$ cat config.mk
export PLATFORM = sky130hd
export DESIGN_NAME = de1_soc_alternative_hps_master_rsp_timing_adt
export DESIGN_NICKNAME = d
export VERILOG_FILES = /design/src/rtl/de1_soc_alternative_hps_master_rsp_timing_adt.sv
export SDC_FILE = /design/constraint.sdc
export NUM_CORES = 1
export LEC_CHECK = 0
export ABC_AREA = 1
export BUFFER_PORTS_ARGS = -buffer_cell sky130_fd_sc_hd__buf_2
export CAP_MARGIN = 20
export CELL_PAD_IN_SITES_DETAIL_PLACEMENT = 1
export CELL_PAD_IN_SITES_GLOBAL_PLACEMENT = 2
export CORE_ASPECT_RATIO = 0.7
export CORE_UTILIZATION = 38
export DETAILED_ROUTE_END_ITERATION = 7
export GPL_TIMING_DRIVEN = 0
export MAX_ROUTING_LAYER = met4
export PLACE_DENSITY_LB_ADDON = 0.1
export SYNTH_ARGS = -nofsm -noshare
export SYNTH_HDL_FRONTEND = slang
export SYNTH_SLANG_ARGS = --single-unit
$ cat constraint.sdc
create_clock -name clk -period 3.3 [get_ports clk]
set_clock_uncertainty 0.2 [all_clocks]
set_input_delay 0.495 -clock clk [delete_from_list [all_inputs] [get_ports clk]]
set_output_delay 0.495 -clock clk [all_outputs]
set_load 0.02 [all_outputs]
$ cat src/rtl/de1_soc_alternative_hps_master_rsp_timing_adt.sv
`default_nettype none
// +--------------------------------------------------------------------------+
// | Module   : de1_soc_alternative_hps_master_rsp_timing_adt                 |
// | Purpose  : Response-path Avalon-ST timing adapter for the HPS master     |
// |            bridge. The upstream side is a readyLatency=1 source and the  |
// |            downstream side is a readyLatency=0 sink. A small skid FIFO   |
// |            absorbs the beat already in flight when in_ready drops, so    |
// |            downstream backpressure never loses data. A sticky flag       |
// |            records any beat that arrives without permission.             |
// | Ports    : clk, reset (async, active-high)                                |
// |            in_valid/in_data/in_ready   upstream, in_ready is registered   |
// |            out_valid/out_data/out_ready downstream, first-word-fall-thru |
// |            overflow  sticky protocol-violation flag (cleared by reset)   |
// |            level     current FIFO occupancy                              |
// | Revision : 1.0  initial release                                           |
// +--------------------------------------------------------------------------+
module de1_soc_alternative_hps_master_rsp_timing_adt #(
  parameter int DATA_W = 8,
  parameter int DEPTH  = 4
) (
  input  logic                     clk,
  input  logic                     reset,
  input  logic                     in_valid,
  input  logic [DATA_W-1:0]        in_data,
  output logic                     in_ready,
  output logic                     out_valid,
  output logic [DATA_W-1:0]        out_data,
  input  logic                     out_ready,
  output logic                     overflow,
  output logic [$clog2(DEPTH):0]   level
);

  localparam int          AW           = $clog2(DEPTH);
  localparam logic [AW:0] C_DEPTH      = (AW+1)'(DEPTH);
  // Highest occupancy at which a further beat may still be invited: the
  // invited beat plus the one possibly already in flight must both fit.
  localparam logic [AW:0] C_HIGH_WATER = (AW+1)'(DEPTH - 2);

  logic [DATA_W-1:0] r_mem [DEPTH];
  logic [AW-1:0]     r_wr_ptr;
  logic [AW-1:0]     r_rd_ptr;
  logic [AW:0]       r_count;
  logic              r_in_ready;
  logic              r_ready_q;
  logic              r_overflow;

  logic [AW:0]       w_count_next;
  logic              w_full;
  logic              w_write_en;
  logic              w_read_en;
  logic              w_illegal;
  logic              w_out_valid;

  assign w_full      = (r_count == C_DEPTH);
  assign w_out_valid = (r_count != '0);

  // r_ready_q is in_ready as seen by the source one cycle ago, i.e. the
  // permission that applies to the beat presented this cycle.
  assign w_write_en  = in_valid & r_ready_q & ~w_full;
  assign w_illegal   = in_valid & (~r_ready_q | w_full);
  assign w_read_en   = w_out_valid & out_ready;

  assign w_count_next = r_count
                      + {{AW{1'b0}}, w_write_en}
                      - {{AW{1'b0}}, w_read_en};

  always_ff @(posedge clk or posedge reset) begin
    if (reset) begin
      r_count    <= '0;
      r_wr_ptr   <= '0;
      r_rd_ptr   <= '0;
      r_in_ready <= 1'b0;
      r_ready_q  <= 1'b0;
      r_overflow <= 1'b0;
    end else begin
      r_count <= w_count_next;
      if (w_write_en) begin
        r_wr_ptr <= r_wr_ptr + AW'(1);
      end
      if (w_read_en) begin
        r_rd_ptr <= r_rd_ptr + AW'(1);
      end
      // No credit is taken for a read this cycle beyond what count_next
      // already reflects; the source sees this a cycle late.
      r_in_ready <= (w_count_next <= C_HIGH_WATER);
      r_ready_q  <= r_in_ready;
      if (w_illegal) begin
        r_overflow <= 1'b1;
      end
    end
  end

  // Storage needs no reset: occupancy alone decides what is visible.
  always_ff @(posedge clk) begin
    if (w_write_en) begin
      r_mem[r_wr_ptr] <= in_data;
    end
  end

  assign in_ready  = r_in_ready;
  assign out_valid = w_out_valid;
  assign out_data  = w_out_valid ? r_mem[r_rd_ptr] : '0;
  assign overflow  = r_overflow;
  assign level     = r_count;

endmodule
`default_nettype wire

* After elaboration in Yosys (flattened, before gate mapping)
Memory sizes are Yosys's and may differ from the RTL's.
Cells that the tools add are included.
** Word-level totals
- Bits in registers :: 10
- Bits in writable memories :: 32
- Input bits :: 12
- Output and inout bits :: 14
- Word-level logic and storage cells :: 24
- Memories :: 1
** Memory list
- r_mem :: depth 4, bits a word 8, read ports 1, clocked after memory_dff 0, wr ports 1, RTL line 39 : logic [DATA_W-1:0] r_mem [DEPTH];
** Cells by class
- Add/subtract/negate cells :: 4
- $lt $le $gt $ge :: 1
- Equal/unequal tests :: 1
- Muxes and demuxes :: 3
- Bitwise logic cells :: 7
- Reduce and logical (&&, ||, !) cells :: 1
** Operators by type and width (number)
- $mux 8 :: 1
- $add 2x1->2 const B :: 2
- $and 1x1->1 :: 4
- $add 3x1->3 :: 1
- $eq 3x3->1 const B :: 1
- $le 3x2->1 const B :: 1
- $reduce_bool 3->1 :: 1
- $sub 3x1->3 :: 1
- $mux 1 :: 2
- $not 1->1 :: 2
- $or 1x1->1 :: 1

* Logic depth before layout (Yosys ltp)
Gate-level depths: netlist of the first run.
- Depth in word-level cells :: 6
- Gate-level depth with buffers :: 13
- Gate-level depth less buffers :: 13

* Worst setup path before layout of the first run
Ideal clock, no wire load.
- Path kind :: register -> register
- From :: register r_count[1], in the netlist level[1]
- To :: register r_in_ready, in the netlist in_ready
- Library setup time :: 0.117 ns
- Data arrival time :: 2.131 ns
- Data required time :: 2.983 ns
- Slack :: 0.852 ns
- Cell stages (with the launch flop) :: 12
- Path buffers :: 0
- Clock period less this slack :: 2.448 ns
- Cells stage by stage :: dfrtp_1 > inv_1 > nand3_1 > nand2_1 > inv_1 > ha_1 > inv_1 > ha_1 > inv_1 > fa_1 > nor2_1 > nor2_1
** Between the ends
- Elaborated cells between the ends (all ways) :: 8
- Classes of those cells :: add/sub: 2; order compare: 1; eq/ne: 1; bitwise: 3; reduce/logical: 1
** RTL lines
- from (decl) :: RTL line 42 : logic [AW:0] r_count;
- from (signal assigned) :: RTL line 76 : r_count <= w_count_next;
- $reduce_bool 3->1 :: RTL line 55 : assign w_out_valid = (r_count != '0);
- via out_valid :: RTL line 26 : output logic out_valid,
- $and 1x1->1 :: RTL line 61 : assign w_read_en = w_out_valid & out_ready;
- via w_read_en :: RTL line 50 : logic w_read_en;
- $sub 3x1->3 :: RTL line 65 : - {{AW{1'b0}}, w_read_en};
- $le 3x2->1 :: RTL line 85 : r_in_ready <= (w_count_next <= C_HIGH_WATER);
- to (signal assigned) :: RTL line 85
- to (decl) :: RTL line 43 : logic r_in_ready;
The timed path passes the listed nets, and every way through them passes these cells.
A chain may end at the register's enable or synchronous reset.

* Worst setup path in the final report of the first run
- From :: register r_count[1], in the netlist level[1]
- To :: register r_in_ready, in the netlist in_ready
** Between the ends
- Cells in the longest elaborated chain, start to end :: 6
- Elaborated cells between the ends (all ways) :: 8
- Classes of those cells :: add/sub: 2; order compare: 1; eq/ne: 1; bitwise: 3; reduce/logical: 1
** Ends and longest elaborated chain
- $eq 3x3->1 :: RTL line 54 : assign w_full = (r_count == C_DEPTH);
- $not 1->1 :: RTL line 59 : assign w_write_en = in_valid & r_ready_q & ~w_full;
- $and 1x1->1 :: RTL line 59
- $add 3x1->3 :: RTL line 64 : + {{AW{1'b0}}, w_write_en}
- $sub 3x1->3 * :: RTL line 65
- via w_count_next[2] :: RTL line 47 : logic [AW:0] w_count_next;
- $le 3x2->1 * :: RTL line 85
The timed path passes the listed nets; every way through them passes the cells marked *.

==> flow_metrics.py, run 1 <==
metrics = {
    "status": {
        "status": "completed",
    },
    "grt": {
        "antenna_found_initial": 0,
        "grt_pass1_vias": 1263,
        "grt_usage_pct": 18.3,
        "grt_overflow_total": 0,
        "grt_pass1_wl_microns": 6550,
        "grt_max_degree": 14,
    },
    "drt": {
        "wl_per_cell_microns": 14.2,
        "dr.pass1.iters": 4,
        "drc": 0,
        "drt-initial-drc-count": 30,
        "ant_nets": 0,
        "routed_via_density": 4.46,
        "vias": 1315,
        "wl_microns": 4200,
    },
    "clock_tree": {
        "clk_path_buf_depth": 2,
        "insertion_delay_ns": 0.29,
        "cts_buffers": 5,
        "cts_tree": "built",
        "clkSlewWorstSetupHoldPaths_ns": 0.07,
        "htreeDepth": 2,
        "cts_sinks": 42,
        "cts_resized": 0,
        "cts_root_buffer": "clkbuf_8",
    },
    "cells_and_area": {
        "layout.cells.non_filler": 295,
        "final_nets": 244,
        "diodes": 0,
        "syn2layout_area_growth_pct": 16.4,
        "final_cell_mix": "inv_1 (51), nand2_1 (47), edfxtp_1 (32), buf_2 (25), nand3_1 (20)",
        "final_common_cell": "inv_1",
        "final_layout_size_suffix_gt1_share_pct": 18.1,
        "fin_util_pct": 46.4,
    },
    "logic_synthesis": {
        "ys_seq_area_share_pct": 62.9,
        "netlist_area_sq_mm": 0.00193,
        "ys_seq_elements": 42,
        "synth_cell_types": 18,
        "syn_avg_cell_area_sq_um": 10.0,
        "syn_nets": 211,
        "yosys_warnings": 0,
        "synthCells": 192,
    },
    "pwr": {
        "irDropWorstVdd_v": 0.000389,
        "power_density_mw_per_mm2": 890,
        "cellLeakagePower_nw": 1.09,
    },
    "flow_run": {
        "drv_cap": 0,
    },
    "worst_hold_path": {
        "hold_depth": 0,
        "min_from": "in_ready",
        "hp-class": "flop to flop",
        "worstHoldEndpoint": "r_ready_q",
    },
    "worst_setup_path": {
        "crit_chain": "inv_1 -> nand3_1 -> nand3_1 -> ha_1 -> inv_1 -> ha_1 -> inv_1 -> fa_1 -> inv_1 -> nand2_1 -> nand2_1 -> nor2_1",
        "critical-path-slowest-cell": "dfrtp_1",
        "arrival_ns": 2.49,
        "path_max_fanout": 7,
        "r2r_slack_ns": 0.80,
        "cp_common_cell": "inv_1",
        "r2r_start": "level[1]",
        "r2r.worst_path.cells": 12,
        "critPathCaptureType": "flop",
        "critPathMaxStageDelay_ns": 0.41,
        "worst_ep_required_time_ns": 3.28,
        "r2r-end": "in_ready",
        "cp-start-kind": "flop",
        "crit_type": "flop to flop",
    },
    "timing": {
        "min_period_ns": 2.50,
        "tightest_slew_ns": 0.912,
        "finalHoldViolCount": 0,
        "fin_setup_tns_ns": 0,
        "rsz0062_at_grt": "no",
        "hold_ws_ns": 0.194,
        "setup_viol": 0,
        "slew_headroom_pct": 39.0,
        "drv_slew": 0,
        "timing.fmax_ghz": 0.400,
        "period_share_pct": 75.8,
    },
    "die": {
        "fp.dieH_microns": 61.6,
        "die_w_microns": 87.1,
        "row_count": 21,
        "core_area_sq_mm": 0.00483,
        "dieArea_sq_mm": 0.00536,
        "ios": 26,
        "initial_utilization_pct": 39.9,
    },
    "place": {
        "portBuffers": 25,
        "dp.cells": 286,
        "place_hpwl_microns": 2950,
        "gp_congestion": 0.727,
    },
}
## area by class of cell
cell class	instances	area [sq um]
plain buffers	4	37.5
clock buffers	6	82.6
clock inverters	2	12.5
fillers	574	2590
inverters	52	198
multi-input cells	94	480
flip-flops and latches	42	1210
well taps	69	86.3
repair buffers	26	135
## worst max-delay path: cells and delay by family (launching register included)
family	cells	cell delay, ns
fa+ha+maj	3	0.90
simple gates	5	0.64
flops	1	0.41
buf+inv	4	0.27
## stage by stage
stage	instance area [sq um]	setup slack (ns)	total power, mW
after global routing	2240	0.545	2.16
after CTS	2240	0.780	2.03
final	2240	0.798	2.00
after global placement	2140	0.844	1.65
after floorplan	1930	0.852	1.38
after detailed placement	2140	0.802	1.68
## Yosys cell counts (all sizes together)
master   n  area [sq um]
nand4    2          12.5
buf      4          37.5
nand2   48           183
fa       1          20.0
edfxtp  32           961
ha       6          75.1
xnor2    1          8.76
dfrtp   10           250
nand3   21           110
inv     52           198
o21ai    1          5.00
nor2     6          22.5
a21oi    8          43.8
## flip-flops by register name (all words and copies together), names as in the netlist
signal,flops
level,3
r_wr_ptr,2
r_rd_ptr,2
r_mem,32
in_ready,1
r_ready_q,1
overflow,1
## kinds of logic (layout without fill, tap and decap cells)
group,Yosys count,in the layout,share of synthesized area (%)
buffers and inverters,56,90,12.2
XOR/XNOR,1,1,0.455
AO/OA/AOI/OAI,9,9,2.53
flip-flops,42,42,62.9
adder cells (fa/ha/maj),7,7,4.94
AND/OR/NAND/NOR,77,77,17.0
## how the worst max path moves through the flow
stage | slack, ns | end | start | cells past startpoint
final | 0.80 | in_ready | level[1] | 12
after global routing | 0.55 | in_ready | level[1] | 12
after CTS | 0.78 | in_ready | level[1] | 12
after detailed placement | 0.80 | in_ready | level[1] | 12
after global placement | 0.84 | in_ready | level[1] | 12
after floorplan | 0.85 | in_ready | level[1] | 11
## per-layer routing
metal / GRT usage [%] / part of all wire, % / up-vias
met1: 23.7 / 48 / 636
met3: 4.02 / 2.6 / 6
li1: - / - / 657
met2: 29.4 / 49 / 16
met5: - / 0 / -
met4: 5.62 / 1.0 / 0
## where the power goes
part	switching (mW)	total (mW)	internal, mW
Sequential	0.0588	0.740	0.682
Clock	0.169	0.337	0.168
Combinational	0.611	0.919	0.308
## what timing repair did
action	in CTS	in global routing
setup buffers	0	0
hold endpoints to repair	10	0
hold buffers	1	0
endpoints found under the setup margin	0	0
(Power assumes the default switching activity.)
==> inputs of run 2 (changes only) <==
--- a/config.mk
+++ b/config.mk
@@ -11,7 +11,7 @@
 export CELL_PAD_IN_SITES_DETAIL_PLACEMENT = 1
 export CELL_PAD_IN_SITES_GLOBAL_PLACEMENT = 2
 export CORE_ASPECT_RATIO = 0.7
-export CORE_UTILIZATION = 38
+export CORE_UTILIZATION = 32
 export DETAILED_ROUTE_END_ITERATION = 7
 export GPL_TIMING_DRIVEN = 0
 export MAX_ROUTING_LAYER = met4
==> constraint.sdc (replaced) <==
create_clock -name clk -period 2.3 [get_ports clk]
set_clock_uncertainty 0.2 [all_clocks]
set_input_delay 0.345 -clock clk [delete_from_list [all_inputs] [get_ports clk]]
set_output_delay 0.345 -clock clk [all_outputs]
set_load 0.02 [all_outputs]
==> flow_metrics.py, run 2 (synthesis results as in run 1) <==
metrics = {
    "worst_setup_path": {
        "cp_common_cell": "inv_1",
        "crit_chain": "inv_2 -> nand3_4 -> nand2_2 -> inv_1 -> ha_1 -> inv_1 -> ha_1 -> inv_1 -> fa_2 -> nor2_2 -> nor2_2",
        "critical-path-slowest-cell": "fa_2",
        "cp_num_buf_inv": 4,
        "arrival_ns": 2.21,
        "critPathMaxStageDelay_ns": 0.46,
        "path_max_fanout": 4,
        "cp-start-kind": "flop",
        "worst_ep_required_time_ns": 2.29,
        "crit_type": "flop to flop",
        "critPathCaptureType": "flop",
        "r2r_slack_ns": 0.08,
        "cpLargestDelayFamily": "adder cells",
    },
    "pwr": {
        "cellLeakagePower_nw": 1.11,
        "power_density_mw_per_mm2": 1290,
        "finalPower_mw": 3.02,
        "irDropWorstVdd_v": 0.000423,
    },
    "timing": {
        "hold_ws_ns": 0.0704,
        "slew_headroom_pct": 42.4,
        "min_period_ns": 2.22,
        "layout_setup_ws_ns": 0.0830,
        "timing.fmax_ghz": 0.451,
        "drv_slew": 0,
        "setup_viol": 0,
        "rsz0062_at_grt": "no",
        "tightest_slew_ns": 0.860,
        "period_share_pct": 96.4,
        "finalHoldViolCount": 0,
        "fin_setup_tns_ns": 0,
    },
    "status": {
        "status": "completed",
    },
    "clock_tree": {
        "insertion_delay_ns": 0.29,
        "cts_sinks": 42,
        "clkSlewWorstSetupHoldPaths_ns": 0.08,
        "htreeDepth": 2,
        "cts_root_buffer": "clkbuf_8",
        "cts_tree": "built",
        "cts_buffers": 5,
        "clk_path_buf_depth": 2,
    },
    "cells_and_area": {
        "largest_reg_flops": 32,
        "final_cell_mix": "inv_1 (48), nand2_1 (45), edfxtp_1 (32), buf_2 (25), nand3_1 (16)",
        "diodes": 0,
        "largest-register": "r_mem",
        "final_area_sq_mm": 0.00234,
        "syn2layout_area_growth_pct": 21.4,
        "final_common_cell": "inv_1",
        "final_layout_size_suffix_gt1_share_pct": 25.5,
        "final_nets": 249,
    },
    "flow_run": {
        "drv_cap": 0,
    },
    "drt": {
        "drt-initial-drc-count": 43,
        "dr.pass1.iters": 4,
        "routed_via_density": 4.35,
        "vias": 1332,
        "wl_microns": 4350,
        "ant_nets": 0,
        "drc": 0,
        "wl_per_cell_microns": 14.2,
    },
    "grt": {
        "antenna_found_initial": 0,
        "grt_overflow_total": 0,
        "grt_pass1_vias": 1351,
        "grt_pass1_wl_microns": 6900,
        "grt_max_degree": 13,
        "grt_usage_pct": 15.7,
    },
    "die": {
        "row_count": 23,
        "die_w_microns": 94.7,
        "initial_utilization_pct": 33.5,
        "ios": 26,
        "dieArea_sq_mm": 0.00634,
        "core_area_sq_mm": 0.00576,
        "fp.dieH_microns": 66.9,
    },
    "place": {
        "gp_congestion": 0.755,
        "dpl_cell_area_sq_mm": 0.00216,
        "place_hpwl_microns": 2990,
        "portBuffers": 25,
        "place_ws_ns": -0.223,
    },
    "worst_hold_path": {
        "hp-class": "primary input to flop",
    },
}
run 2: power by group:
group / switching (mW) / internal (mW) / total (mW)
Combinational: 0.959 / 0.526 / 1.48
Sequential: 0.103 / 0.983 / 1.09
Clock: 0.239 / 0.209 / 0.448
Total: 1.30 / 1.72 / 3.02
run 2: what timing repair did:
item,CTS,global route
resized for setup,8,8
pin swaps,1,2
hold buffers,1,0
endpoints found under the hold margin,10,0
buffers inserted,2,3
cloned,0,0
endpoints found under the setup margin,19,1
run 2: layout make-up:
cell class              count  area, sq um
fillers                   675         3420
plain buffers               4         37.5
clock inverters             2         8.76
inverters                  52          203
well taps                  75         93.8
repair buffers             31          173
flip-flops and latches     42         1210
multi-input cells          94          536
clock buffers               6         72.6
run 2: final timing paths:
path,start,end,depth (start not counted)
hold / removal,in_data[2],r_mem[2][2],1
min in group asynchronous,reset,in_ready,3
setup / recovery,level[2],in_ready,11
hold reg to reg,in_ready,r_ready_q,0
setup reg to reg,level[2],in_ready,11
max in group asynchronous,reset,level[1],3
run 2: metal layers:
layer	share of wire [%]	vias up	GRT usage, %
met5	0	-	-
met4	0.87	0	3.98
met3	3.0	6	3.54
met2	46	16	25.3
met1	50	639	20.2
li1	-	671	-
run 2: stage by stage:
stage / util, % / cells
after floorplan: - / 192
after global placement: 37.5 / 292
after detailed placement: 37.5 / 292
after CTS: 39.8 / 303
after global routing: 40.6 / 306
final: 40.6 / 306
